===== src/rtl/integer_accumulator.sv =====
// Two-stage (capture, accumulate) consumer of typed-integer samples: signed running sums,
// enum histogram and X/Z bookkeeping, with saturating or wrapping adds.
module integer_accumulator #(
   parameter int unsigned SATURATE = 1,
   parameter int unsigned COUNT_W  = 16
) (
   input  logic               clk,
   input  logic               rst,
   input  logic               in_valid,
   output logic               in_ready,
   input  logic               clear,
   input  logic [31:0]        enum_in,
   input  logic [7:0]         byte_in,
   input  logic [15:0]        shortint_in,
   input  logic [31:0]        int_in,
   input  logic [63:0]        longint_in,
   input  logic [31:0]        integer_in,
   output logic [7:0]         byte_acc,
   output logic [15:0]        shortint_acc,
   output logic [31:0]        int_acc,
   output logic [63:0]        longint_acc,
   output logic [31:0]        integer_acc,
   output logic [4:0]         overflow,
   output logic [COUNT_W-1:0] count_a,
   output logic [COUNT_W-1:0] count_b,
   output logic [COUNT_W-1:0] count_c,
   output logic [COUNT_W-1:0] count_d,
   output logic [COUNT_W-1:0] count_invalid,
   output logic [COUNT_W-1:0] xz_count,
   output logic [COUNT_W-1:0] sample_count,
   output logic               acc_valid
);

   localparam logic [31:0] EnumA = 32'd0;
   localparam logic [31:0] EnumB = 32'd1;
   localparam logic [31:0] EnumC = 32'd45;
   localparam logic [31:0] EnumD = 32'd123789;

   localparam logic [COUNT_W-1:0] CntOne   = {{(COUNT_W-1){1'b0}}, 1'b1};
   localparam logic [COUNT_W-1:0] CntMaxM1 = {{(COUNT_W-1){1'b1}}, 1'b0};

   typedef enum logic [0:0] {StRun, StFull} state_e;

   // Signed add of two sign-extended w-bit operands; returns {overflow, result}.
   function automatic logic [64:0] add_w(input logic [63:0] a, input logic [63:0] b,
                                         input int unsigned w);
      logic signed [64:0] sum, max_v, min_v;
      logic [63:0]        res;
      logic               ovf;
      sum   = $signed({a[63], a}) + $signed({b[63], b});
      max_v = (65'sd1 <<< (w - 1)) - 65'sd1;
      min_v = -max_v - 65'sd1;
      ovf   = (sum > max_v) || (sum < min_v);
      res   = sum[63:0];
      if (ovf && (SATURATE != 0)) begin
         res = (sum > max_v) ? max_v[63:0] : min_v[63:0];
      end
      return {ovf, res};
   endfunction

   function automatic logic [COUNT_W-1:0] sat_inc(input logic [COUNT_W-1:0] c);
      return (&c) ? c : c + CntOne;
   endfunction

   state_e              state_q, state_d;
   logic                s1_valid_q, s1_valid_d;
   logic [31:0]         s1_enum_q, s1_enum_d;
   logic [7:0]          s1_byte_q, s1_byte_d;
   logic [15:0]         s1_short_q, s1_short_d;
   logic [31:0]         s1_int_q, s1_int_d;
   logic [63:0]         s1_long_q, s1_long_d;
   logic [31:0]         s1_integer_q, s1_integer_d;
   logic                s1_xz_q, s1_xz_d;
   logic [7:0]          byte_acc_q, byte_acc_d;
   logic [15:0]         short_acc_q, short_acc_d;
   logic [31:0]         int_acc_q, int_acc_d;
   logic [63:0]         long_acc_q, long_acc_d;
   logic [31:0]         integer_acc_q, integer_acc_d;
   logic [4:0]          overflow_q, overflow_d;
   logic [COUNT_W-1:0]  count_a_q, count_a_d, count_b_q, count_b_d;
   logic [COUNT_W-1:0]  count_c_q, count_c_d, count_d_q, count_d_d;
   logic [COUNT_W-1:0]  count_inv_q, count_inv_d, xz_count_q, xz_count_d;
   logic [COUNT_W-1:0]  sample_count_q, sample_count_d;
   logic                acc_valid_q, acc_valid_d;

   logic                accept, int_par, in_xz;
   logic [64:0]         r_byte, r_short, r_int, r_long, r_integer;
   logic                unused_add;

   assign in_ready = (state_q == StRun) && !clear;
   assign accept   = in_valid && in_ready;

   // Any X/Z bit makes the parity neither 0 nor 1.
   assign int_par = ^integer_in;
   assign in_xz   = !((int_par === 1'b0) || (int_par === 1'b1));

   assign r_byte    = add_w({{56{byte_acc_q[7]}}, byte_acc_q},
                            {{56{s1_byte_q[7]}}, s1_byte_q}, 8);
   assign r_short   = add_w({{48{short_acc_q[15]}}, short_acc_q},
                            {{48{s1_short_q[15]}}, s1_short_q}, 16);
   assign r_int     = add_w({{32{int_acc_q[31]}}, int_acc_q},
                            {{32{s1_int_q[31]}}, s1_int_q}, 32);
   assign r_long    = add_w(long_acc_q, s1_long_q, 64);
   assign r_integer = add_w({{32{integer_acc_q[31]}}, integer_acc_q},
                            {{32{s1_integer_q[31]}}, s1_integer_q}, 32);
   assign unused_add = ^{r_byte[63:8], r_short[63:16], r_int[63:32], r_integer[63:32]};

   always_comb begin
      state_d        = state_q;
      s1_valid_d     = accept;
      s1_enum_d      = accept ? enum_in     : s1_enum_q;
      s1_byte_d      = accept ? byte_in     : s1_byte_q;
      s1_short_d     = accept ? shortint_in : s1_short_q;
      s1_int_d       = accept ? int_in      : s1_int_q;
      s1_long_d      = accept ? longint_in  : s1_long_q;
      s1_integer_d   = accept ? integer_in  : s1_integer_q;
      s1_xz_d        = accept ? in_xz       : s1_xz_q;
      byte_acc_d     = byte_acc_q;
      short_acc_d    = short_acc_q;
      int_acc_d      = int_acc_q;
      long_acc_d     = long_acc_q;
      integer_acc_d  = integer_acc_q;
      overflow_d     = overflow_q;
      count_a_d      = count_a_q;
      count_b_d      = count_b_q;
      count_c_d      = count_c_q;
      count_d_d      = count_d_q;
      count_inv_d    = count_inv_q;
      xz_count_d     = xz_count_q;
      sample_count_d = sample_count_q;
      acc_valid_d    = s1_valid_q;

      if (accept) begin
         sample_count_d = sat_inc(sample_count_q);
         if (sample_count_q == CntMaxM1) state_d = StFull;
      end

      if (s1_valid_q) begin
         byte_acc_d    = r_byte[7:0];
         short_acc_d   = r_short[15:0];
         int_acc_d     = r_int[31:0];
         long_acc_d    = r_long[63:0];
         overflow_d[0] = overflow_q[0] | r_byte[64];
         overflow_d[1] = overflow_q[1] | r_short[64];
         overflow_d[2] = overflow_q[2] | r_int[64];
         overflow_d[3] = overflow_q[3] | r_long[64];
         if (s1_xz_q) begin
            xz_count_d = sat_inc(xz_count_q);
         end else begin
            integer_acc_d = r_integer[31:0];
            overflow_d[4] = overflow_q[4] | r_integer[64];
         end
         case (s1_enum_q)
            EnumA:   count_a_d   = sat_inc(count_a_q);
            EnumB:   count_b_d   = sat_inc(count_b_q);
            EnumC:   count_c_d   = sat_inc(count_c_q);
            EnumD:   count_d_d   = sat_inc(count_d_q);
            default: count_inv_d = sat_inc(count_inv_q);
         endcase
      end

      if (clear) begin
         state_d        = StRun;
         s1_valid_d     = 1'b0;
         acc_valid_d    = 1'b0;
         byte_acc_d     = '0;
         short_acc_d    = '0;
         int_acc_d      = '0;
         long_acc_d     = '0;
         integer_acc_d  = '0;
         overflow_d     = '0;
         count_a_d      = '0;
         count_b_d      = '0;
         count_c_d      = '0;
         count_d_d      = '0;
         count_inv_d    = '0;
         xz_count_d     = '0;
         sample_count_d = '0;
      end
   end

   always_ff @(posedge clk) begin
      if (rst) begin
         state_q        <= StRun;
         s1_valid_q     <= 1'b0;
         s1_enum_q      <= '0;
         s1_byte_q      <= '0;
         s1_short_q     <= '0;
         s1_int_q       <= '0;
         s1_long_q      <= '0;
         s1_integer_q   <= '0;
         s1_xz_q        <= 1'b0;
         byte_acc_q     <= '0;
         short_acc_q    <= '0;
         int_acc_q      <= '0;
         long_acc_q     <= '0;
         integer_acc_q  <= '0;
         overflow_q     <= '0;
         count_a_q      <= '0;
         count_b_q      <= '0;
         count_c_q      <= '0;
         count_d_q      <= '0;
         count_inv_q    <= '0;
         xz_count_q     <= '0;
         sample_count_q <= '0;
         acc_valid_q    <= 1'b0;
      end else begin
         state_q        <= state_d;
         s1_valid_q     <= s1_valid_d;
         s1_enum_q      <= s1_enum_d;
         s1_byte_q      <= s1_byte_d;
         s1_short_q     <= s1_short_d;
         s1_int_q       <= s1_int_d;
         s1_long_q      <= s1_long_d;
         s1_integer_q   <= s1_integer_d;
         s1_xz_q        <= s1_xz_d;
         byte_acc_q     <= byte_acc_d;
         short_acc_q    <= short_acc_d;
         int_acc_q      <= int_acc_d;
         long_acc_q     <= long_acc_d;
         integer_acc_q  <= integer_acc_d;
         overflow_q     <= overflow_d;
         count_a_q      <= count_a_d;
         count_b_q      <= count_b_d;
         count_c_q      <= count_c_d;
         count_d_q      <= count_d_d;
         count_inv_q    <= count_inv_d;
         xz_count_q     <= xz_count_d;
         sample_count_q <= sample_count_d;
         acc_valid_q    <= acc_valid_d;
      end
   end

   assign byte_acc      = byte_acc_q;
   assign shortint_acc  = short_acc_q;
   assign int_acc       = int_acc_q;
   assign longint_acc   = long_acc_q;
   assign integer_acc   = integer_acc_q;
   assign overflow      = overflow_q;
   assign count_a       = count_a_q;
   assign count_b       = count_b_q;
   assign count_c       = count_c_q;
   assign count_d       = count_d_q;
   assign count_invalid = count_inv_q;
   assign xz_count      = xz_count_q;
   assign sample_count  = sample_count_q;
   assign acc_valid     = acc_valid_q;

endmodule


===== config.mk =====
export PLATFORM = sky130hd
export DESIGN_NAME = integer_accumulator
export DESIGN_NICKNAME = d
export VERILOG_FILES = /design/src/rtl/integer_accumulator.sv
export SDC_FILE = /design/constraint.sdc
export NUM_CORES = 1
export LEC_CHECK = 0
export ABC_AREA = 1
export ABC_CLOCK_PERIOD_IN_PS = 2400
export CORE_MARGIN = 4
export CORE_UTILIZATION = 40
export CTS_BUF_LIST = sky130_fd_sc_hd__clkbuf_16
export DETAILED_ROUTE_END_ITERATION = 10
export DONT_BUFFER_PORTS = 1
export GPL_TIMING_DRIVEN = 1
export MAX_ROUTING_LAYER = met4
export PLACE_DENSITY = 0.57
export SLEW_MARGIN = 20
export SYNTH_ARGS = -nofsm -noshare
export SYNTH_HDL_FRONTEND = slang
export SYNTH_SLANG_ARGS = --single-unit
export TNS_END_PERCENT = 100

===== constraint.sdc =====
create_clock -name clk -period 2.4 [get_ports clk]
set_input_delay 0.36 -clock clk [delete_from_list [all_inputs] [get_ports clk]]
set_output_delay 0.36 -clock clk [all_outputs]
set_load 0.01 [all_outputs]

==> results of run 1 <==
-- cell type report --
type / count / area, um2
diodes: 10 / 25.02
clock buffers: 52 / 1301
well taps: 873 / 1092
fillers: 6630 / 29800
clock inverters: 44 / 349.1
multi-input cells: 3326 / 18550
inverters: 416 / 1573
flip-flops and latches: 440 / 8857
repair buffers: 681 / 6205
-- worst min-delay path by stage --
stage,from,to,slack [ns]
global route,longint_in[7],s1_long_q[7],0.000009
CTS,int_in[10],s1_int_q[10],0.004
detailed placement,rst,s1_valid_q,0.43
finish,longint_in[61],s1_long_q[61],0.02
floorplan,s1_enum_q[10],s1_enum_q[10],0.43
global placement,rst,s1_valid_q,0.43
-- metal layers --
metal | part of all wire, % | global-route usage [%] | routed length, um | up-vias
met3 | 7.1 | 5.228 | 7357 | 193
li1 | - | - | - | 15200
met2 | 46 | 42.98 | 47420 | 890
met5 | 0 | - | 0 | -
met1 | 44 | 33.42 | 44960 | 13700
met4 | 3.3 | 7.498 | 3439 | 0
-- cells by family (layout without fill, tap and decap cells) --
logic type	count (synthesis)	after routing	share of synthesized area (%)
flops	440	440	31.97
fa+ha+maj	164	164	7.584
buf+inv	571	1193	8.242
xor+xnor	144	144	4.577
other cells	1	26	0.01361
compound gates	862	862	16.28
simple gates	2139	2140	31.34
-- state kept, by name (all words and copies together) (netlist names), 32 cells and up --
| register | cells |
|---|---|
| int_acc | 32 |
| s1_int_q | 32 |
| longint_acc | 64 |
| s1_enum_q | 32 |
| integer_acc | 32 |
| s1_long_q | 64 |
| s1_integer_q | 32 |
-- per-stage QoR --
| stage | cells | setup TNS (ns) | setup slack, ns | cell area (um2) | util (%) |
|---|---|---|---|---|---|
| after floorplan | 4336 | 0 | 0.009925 | 27640 | - |
| after global placement | 5522 | -7.490 | -0.1364 | 31800 | 46.93 |
| after detailed placement | 5522 | -7.843 | -0.1417 | 31800 | 46.93 |
| after CTS | 5792 | -1.348 | -0.08560 | 35630 | 52.59 |
| after global routing | 5841 | -13.47 | -0.2327 | 37950 | 56.01 |
| final | 5842 | -3.330 | -0.1066 | 37950 | 56.02 |
-- worst max-delay path, cell delays in order, from the launching register on --
cell	delay (ns)
dfxtp_1	0.31
ha_1	0.33
nand2_1	0.16
o21ai_1	0.15
a21oi_2	0.17
nand2_2	0.12
a21oi_4	0.23
nand2_4	0.09
inv_1	0.07
nand2_2	0.07
a21oi_4	0.21
buf_8	0.18
buf_12	0.11
buf_16	0.11
a21oi_2	0.05
-- power by group through the flow --
stage,logic [mW],registers [mW],clock network [mW]
CTS,2.60,7.77,8.01
global placement,2.26,7.92,0
finish,3.01,7.82,7.80
floorplan,1.49,7.89,0
detailed placement,2.27,7.92,0
global route,3.32,7.84,8.29
-- cells in the final DEF, fill, tap and decap left out, drive strengths merged, types with 2 or more instances in the layout --
cell,instances
a21oi,367
xor2,91
a21o,8
and3,8
bufinv,4
dlygate4sd3,162
nor3,69
nor4,29
o211ai,3
buf,504
conb,16
nor2,834
clkinv,26
clkbuf,67
diode,10
a21boi,2
a31oi,2
clkinvlp,8
dfxtp,440
o21a,8
nand2,976
ha,159
fa,5
o21ai,435
or2,4
nand3,159
xnor2,53
inv,422
o21bai,33
a41oi,2
nand4,35
nand3b,15
and2,3
nor3b,7
-- what timing repair did --
action | CTS | global route
pin swaps | 6 | 77
gates cloned | 5 | 22
setup buffers | 7 | 20
gates resized for setup | 80 | 405
endpoints found under the setup margin | 125 | 165
endpoints found under the hold margin | 162 | 0
hold buffers | 162 | 0
==> results.ini, run 1 <==
[status]
run_status=complete, but fails checks
violations=negative setup slack

[timing]
max_freq_mhz=398.9
hold_slack_ns=0.01660
setup-violations-final=63
setup_slack_ns=-0.1066
slew_headroom_pct=20.12
rsz0062_at_grt=yes
worst_pin_slew_ns=1.198
fin_crit_sh_pct=104.4
skew_ns=0.01836
final_hold_viol_count=0
drv_slew=0
min_period_ns=2.507

[pwr]
p_sw_share_pct=28.45
finalPower_mw=18.63
p_clk_share_pct=41.9
p_switching_mw=5.301
p_int_mw=13.33
combPwrFrac_pct=16.2
leakage_nw=16.64
powerDensity_nw_per_um2=490.9
ir_drop_mv=0.4955
seqPwrFrac_pct=42.0

[run]
maxCapViolations=0

[detailed_routing]
drt_iter0_markers=2025
vias=29980
drt_wl_total_um=103200
wl_per_cell_um=17.66
via_per_inst=5.132
dr.pass1.iters=7
post-route-drc-count=0
postRouteAntennaNets=0

[cts]
tritoncts=built
root_buffer=clkbuf_16
clockBufferDepth=3
clk_pin_slew_ns=0.06
htree_levels=2
clk_latency_ns=0.60
cts_made_buffers=52
cts_sinks=440

[synthesis]
synthFlopType=dfxtp_1
synth_edf_count=0
synth_area_leader_cell=dfxtp_1
synthArstFlopShare_pct=0
synth_most_common_cell=nand2_1
synthCells=4321
yosysTopAreaCellShare_pct=31.97
synth_commonest_cells=nand2_1 (971), nor2_1 (834), dfxtp_1 (440), o21ai_0 (433), inv_1 (412)
synth.distinct_cells=42
yosys-top-cells-area=dfxtp_1 (32%), nand2_1 (13%), nor2_1 (11%)
synth_area_um2=27550
ys_seq_elements=440
syn-mean-instance-area_um2=6.376
seq_area_frac_synth_pct=31.97
ys_warn_count=0

[placement]
io_buffers=0
post-dp-hpwl_um=73230
gp_congestion=0.9800

[worst_setup_path]
worstReg2RegStart=longint_acc[47]
setup.worst_path.end=longint_acc[11]
r2r_end=longint_acc[11]
critical_path_arrival_ns=2.99
crit_path_max_fanout=5
critical_path_class=register to register
cp-end-kind=register
startpoint=longint_acc[47]
worst_setup_path_start_kind=register
rrSetupSlack_ns=-0.11
required_ns=2.88
rr_worst_depth=14

[final_layout]
drive_gt1_share_pct=20.53
area_growth_pct=37.75
fin_nets=5269

[grt]
grt_overflow_total=0
grt_pass1_wl_um=153600
grt_pass1_vias=27940
grt_max_degree=183
antenna_found_initial=10
grt_usage_pct=26.38

[floorplan]
io_pins=459
dieHeight_um=270.5
rows=95
core_area_um2=67750
start_util_pct=40.67
die_x_um=270.5
dieArea_um2=73150

[hold_path]
holdPathStages=2
hold_path.class=primary input to register

Note: power is estimated with default switching activity, not from simulation.
==> inputs of run 2 (changes only) <==
--- a/config.mk
+++ b/config.mk
@@ -15,6 +15,7 @@
 export GPL_TIMING_DRIVEN = 1
 export MAX_ROUTING_LAYER = met4
 export PLACE_DENSITY = 0.57
+export REMOVE_ABC_BUFFERS = 1
 export SLEW_MARGIN = 20
 export SYNTH_ARGS = -nofsm -noshare
 export SYNTH_HDL_FRONTEND = slang
==> run 2 against run 1 <==
Against the previous run: the run still ends with negative setup slack left; sequential power is essentially flat; worst setup slack lost 0.11 ns; total power grew 2.0%; sequential cell count is the same; maximum frequency shrank 4.1%; global-route usage grew 1.2 points; core utilization grew 1.2 points; register-to-register slack lost 0.11 ns; die area is the same; hold slack lost 0.0055 ns; largest power group is now clock.
==> results.ini, run 2 (same netlist as run 1, synthesis figures left out) <==
[status]
run_status=complete, but fails checks
violations=negative setup slack

[timing]
setup_slack_ns=-0.2147  ; -0.1081 ns
worst_pin_slew_ns=0.8051  ; -0.3930 ns
slew_headroom_pct=46.32  ; +26 points
fin_crit_sh_pct=108.9  ; +4.5 points
min_period_ns=2.615  ; +0.1081 ns
rsz0062_at_grt=yes
max_freq_mhz=382.4  ; -4.1%
setup-violations-final=80  ; +27%
final_hold_viol_count=0  ; unchanged
skew_ns=0.01344  ; -0.004924 ns
finalSetupTns_ns=-11.35  ; -8.020 ns
drv_slew=0  ; unchanged

[worst_setup_path]
rr_worst_depth=22  ; +8
crit_chain=ha_4, inv_2, fa_2, inv_2, nand3_2, nand2_2, nand2_2, nand2_2, nand2_2, nand2_2, nand2_2, nand2_4, nand2_4, buf_6, nand3_2, nand2_2, nand2_4, buf_12, buf_12, buf_16, nand2_2, a21oi_2
cp.buffers_inverters=6  ; +2
cp_slowest_cell=fa_2
cp_slowest_stage_delay_ns=0.39  ; +0.06 ns
worst_setup_path_start_kind=register
critical_path_class=register to register
crit_path_max_fanout=7  ; +2
cp-end-kind=register
crit_top_cell=nand2_2
crit_cells=22  ; +8
required_ns=2.94  ; +0.06 ns
critical_path_arrival_ns=3.16  ; +0.17 ns
crit_family=simple AND/OR/NAND/NOR gates

[detailed_routing]
postRouteAntennaNets=0  ; unchanged
dr.pass1.iters=6  ; -1
vias=30430  ; +1.5%
wl_per_cell_um=17.81  ; +0.85%
post-route-drc-count=0  ; unchanged
via_per_inst=5.163  ; +0.59%
drt_wl_total_um=105000  ; +1.8%
drt_iter0_markers=1875  ; -7.4%

[run]
maxCapViolations=0  ; unchanged

[final_layout]
fin_area_um2=38760  ; +2.1%
final_common_cell=nand2_1
instances_no_fill=5895  ; +0.91%
area_growth_pct=40.69
final_cell_mix=nand2_1 (846), nor2_1 (778), buf_4 (507)
fin_nets=5323  ; +1.0%
drive_gt1_share_pct=21.94  ; +1.4 points

[grt]
grt_pass1_wl_um=159700  ; +4.0%
antenna_found_initial=8  ; -2
grt_max_degree=162  ; -11%
grt_usage_pct=27.57  ; +1.2 points
grt_overflow_total=0  ; unchanged
grt_pass1_vias=28780  ; +3.0%

[cts]
tritoncts=built
clk_pin_slew_ns=0.06  ; about the same
htree_levels=2  ; unchanged
clk_latency_ns=0.61  ; about the same
cts_made_buffers=52  ; unchanged
clockBufferDepth=3  ; unchanged
root_buffer=clkbuf_16
cts_sinks=440  ; unchanged

[placement]
gp_congestion=0.9462  ; -3.4%
dp_cells=5558  ; +0.65%
post-dp-hpwl_um=73850  ; +0.85%
placed_area_um2=32080  ; +0.89%
io_buffers=0  ; unchanged

[hold_path]
hold_path.class=primary input to register
holdPathStages=2  ; unchanged

[floorplan]
rows=95  ; unchanged
io_pins=459  ; unchanged
dieArea_um2=73150  ; unchanged
core_area_um2=67750  ; unchanged
dieHeight_um=270.5  ; unchanged
die_x_um=270.5  ; unchanged
start_util_pct=40.67  ; unchanged

[pwr]
leakage_nw=17.03  ; +2.3%
ir_drop_mv=0.5231  ; +5.6%
powerDensity_nw_per_um2=490.0  ; -0.18%

==> run 2: cell count changes in the layout (fill, tap and decap cells not counted), sizes merged, moves of 2 or more <==
cell / previous run / this run
clkinv: 26 / 21
clkbuf: 67 / 59
inv: 422 / 424
dlygate4sd3: 162 / 167
clkinvlp: 8 / 10
buf: 504 / 562
==> run 2: path summary, 6_finish.rpt <==
| path | start | end | slack [ns] |
|---|---|---|---|
| min | longint_in[35] | s1_long_q[35] | 0.01 |
| max reg2reg | s1_long_q[0] | longint_acc[29] | -0.21 |
| min reg2reg | s1_enum_q[10] | s1_enum_q[10] | 0.45 |
| max | s1_long_q[0] | longint_acc[29] | -0.21 |
==> run 2: where the power goes <==
group          total, mW  internal (mW)  switching, mW
combinational       3.27           1.49           1.78
sequential          7.81           7.58          0.224
clock               7.92           4.50           3.42
==> run 2: metal layers <==
metal	GRT usage, %	routed length [um]	vias up
li1	-	-	15320
met1	32.88	44070	14120
met2	47.26	50500	749
met3	4.377	5629	246
met4	9.878	4794	0
met5	-	0	-
==> run 2: final cells by class <==
class / count / area [um2]
repair buffers: 736 / 6832
clock inverters: 44 / 381.6
multi-input cells: 3325 / 18700
inverters: 416 / 1577
flip-flops and latches: 440 / 8855
fillers: 6549 / 28990
diodes: 9 / 22.52
well taps: 873 / 1092
clock buffers: 52 / 1301
==> run 2: per-stage QoR <==
stage | util (%) | hold slack (ns) | power, mW | worst slack [ns]
final | 57.22 | 0.01110 | 18.99 | -0.2147
after global routing | 57.21 | 0.01969 | 19.78 | -0.3766
after CTS | 55.10 | 0.001060 | 18.85 | -0.1751
after detailed placement | 47.35 | 0.4269 | 10.22 | -0.3761
after global placement | 47.35 | 0.4262 | 10.20 | -0.3198
after floorplan | - | 0.4304 | 9.324 | -4.715
==> run 2: timing repair <==
item	CTS	global route
resized for setup	245	322
hold endpoints to repair	167	0
hold buffers	167	0
buffers inserted	29	14
endpoints found under the setup margin	127	156
cloned	20	7
pin swaps	43	105
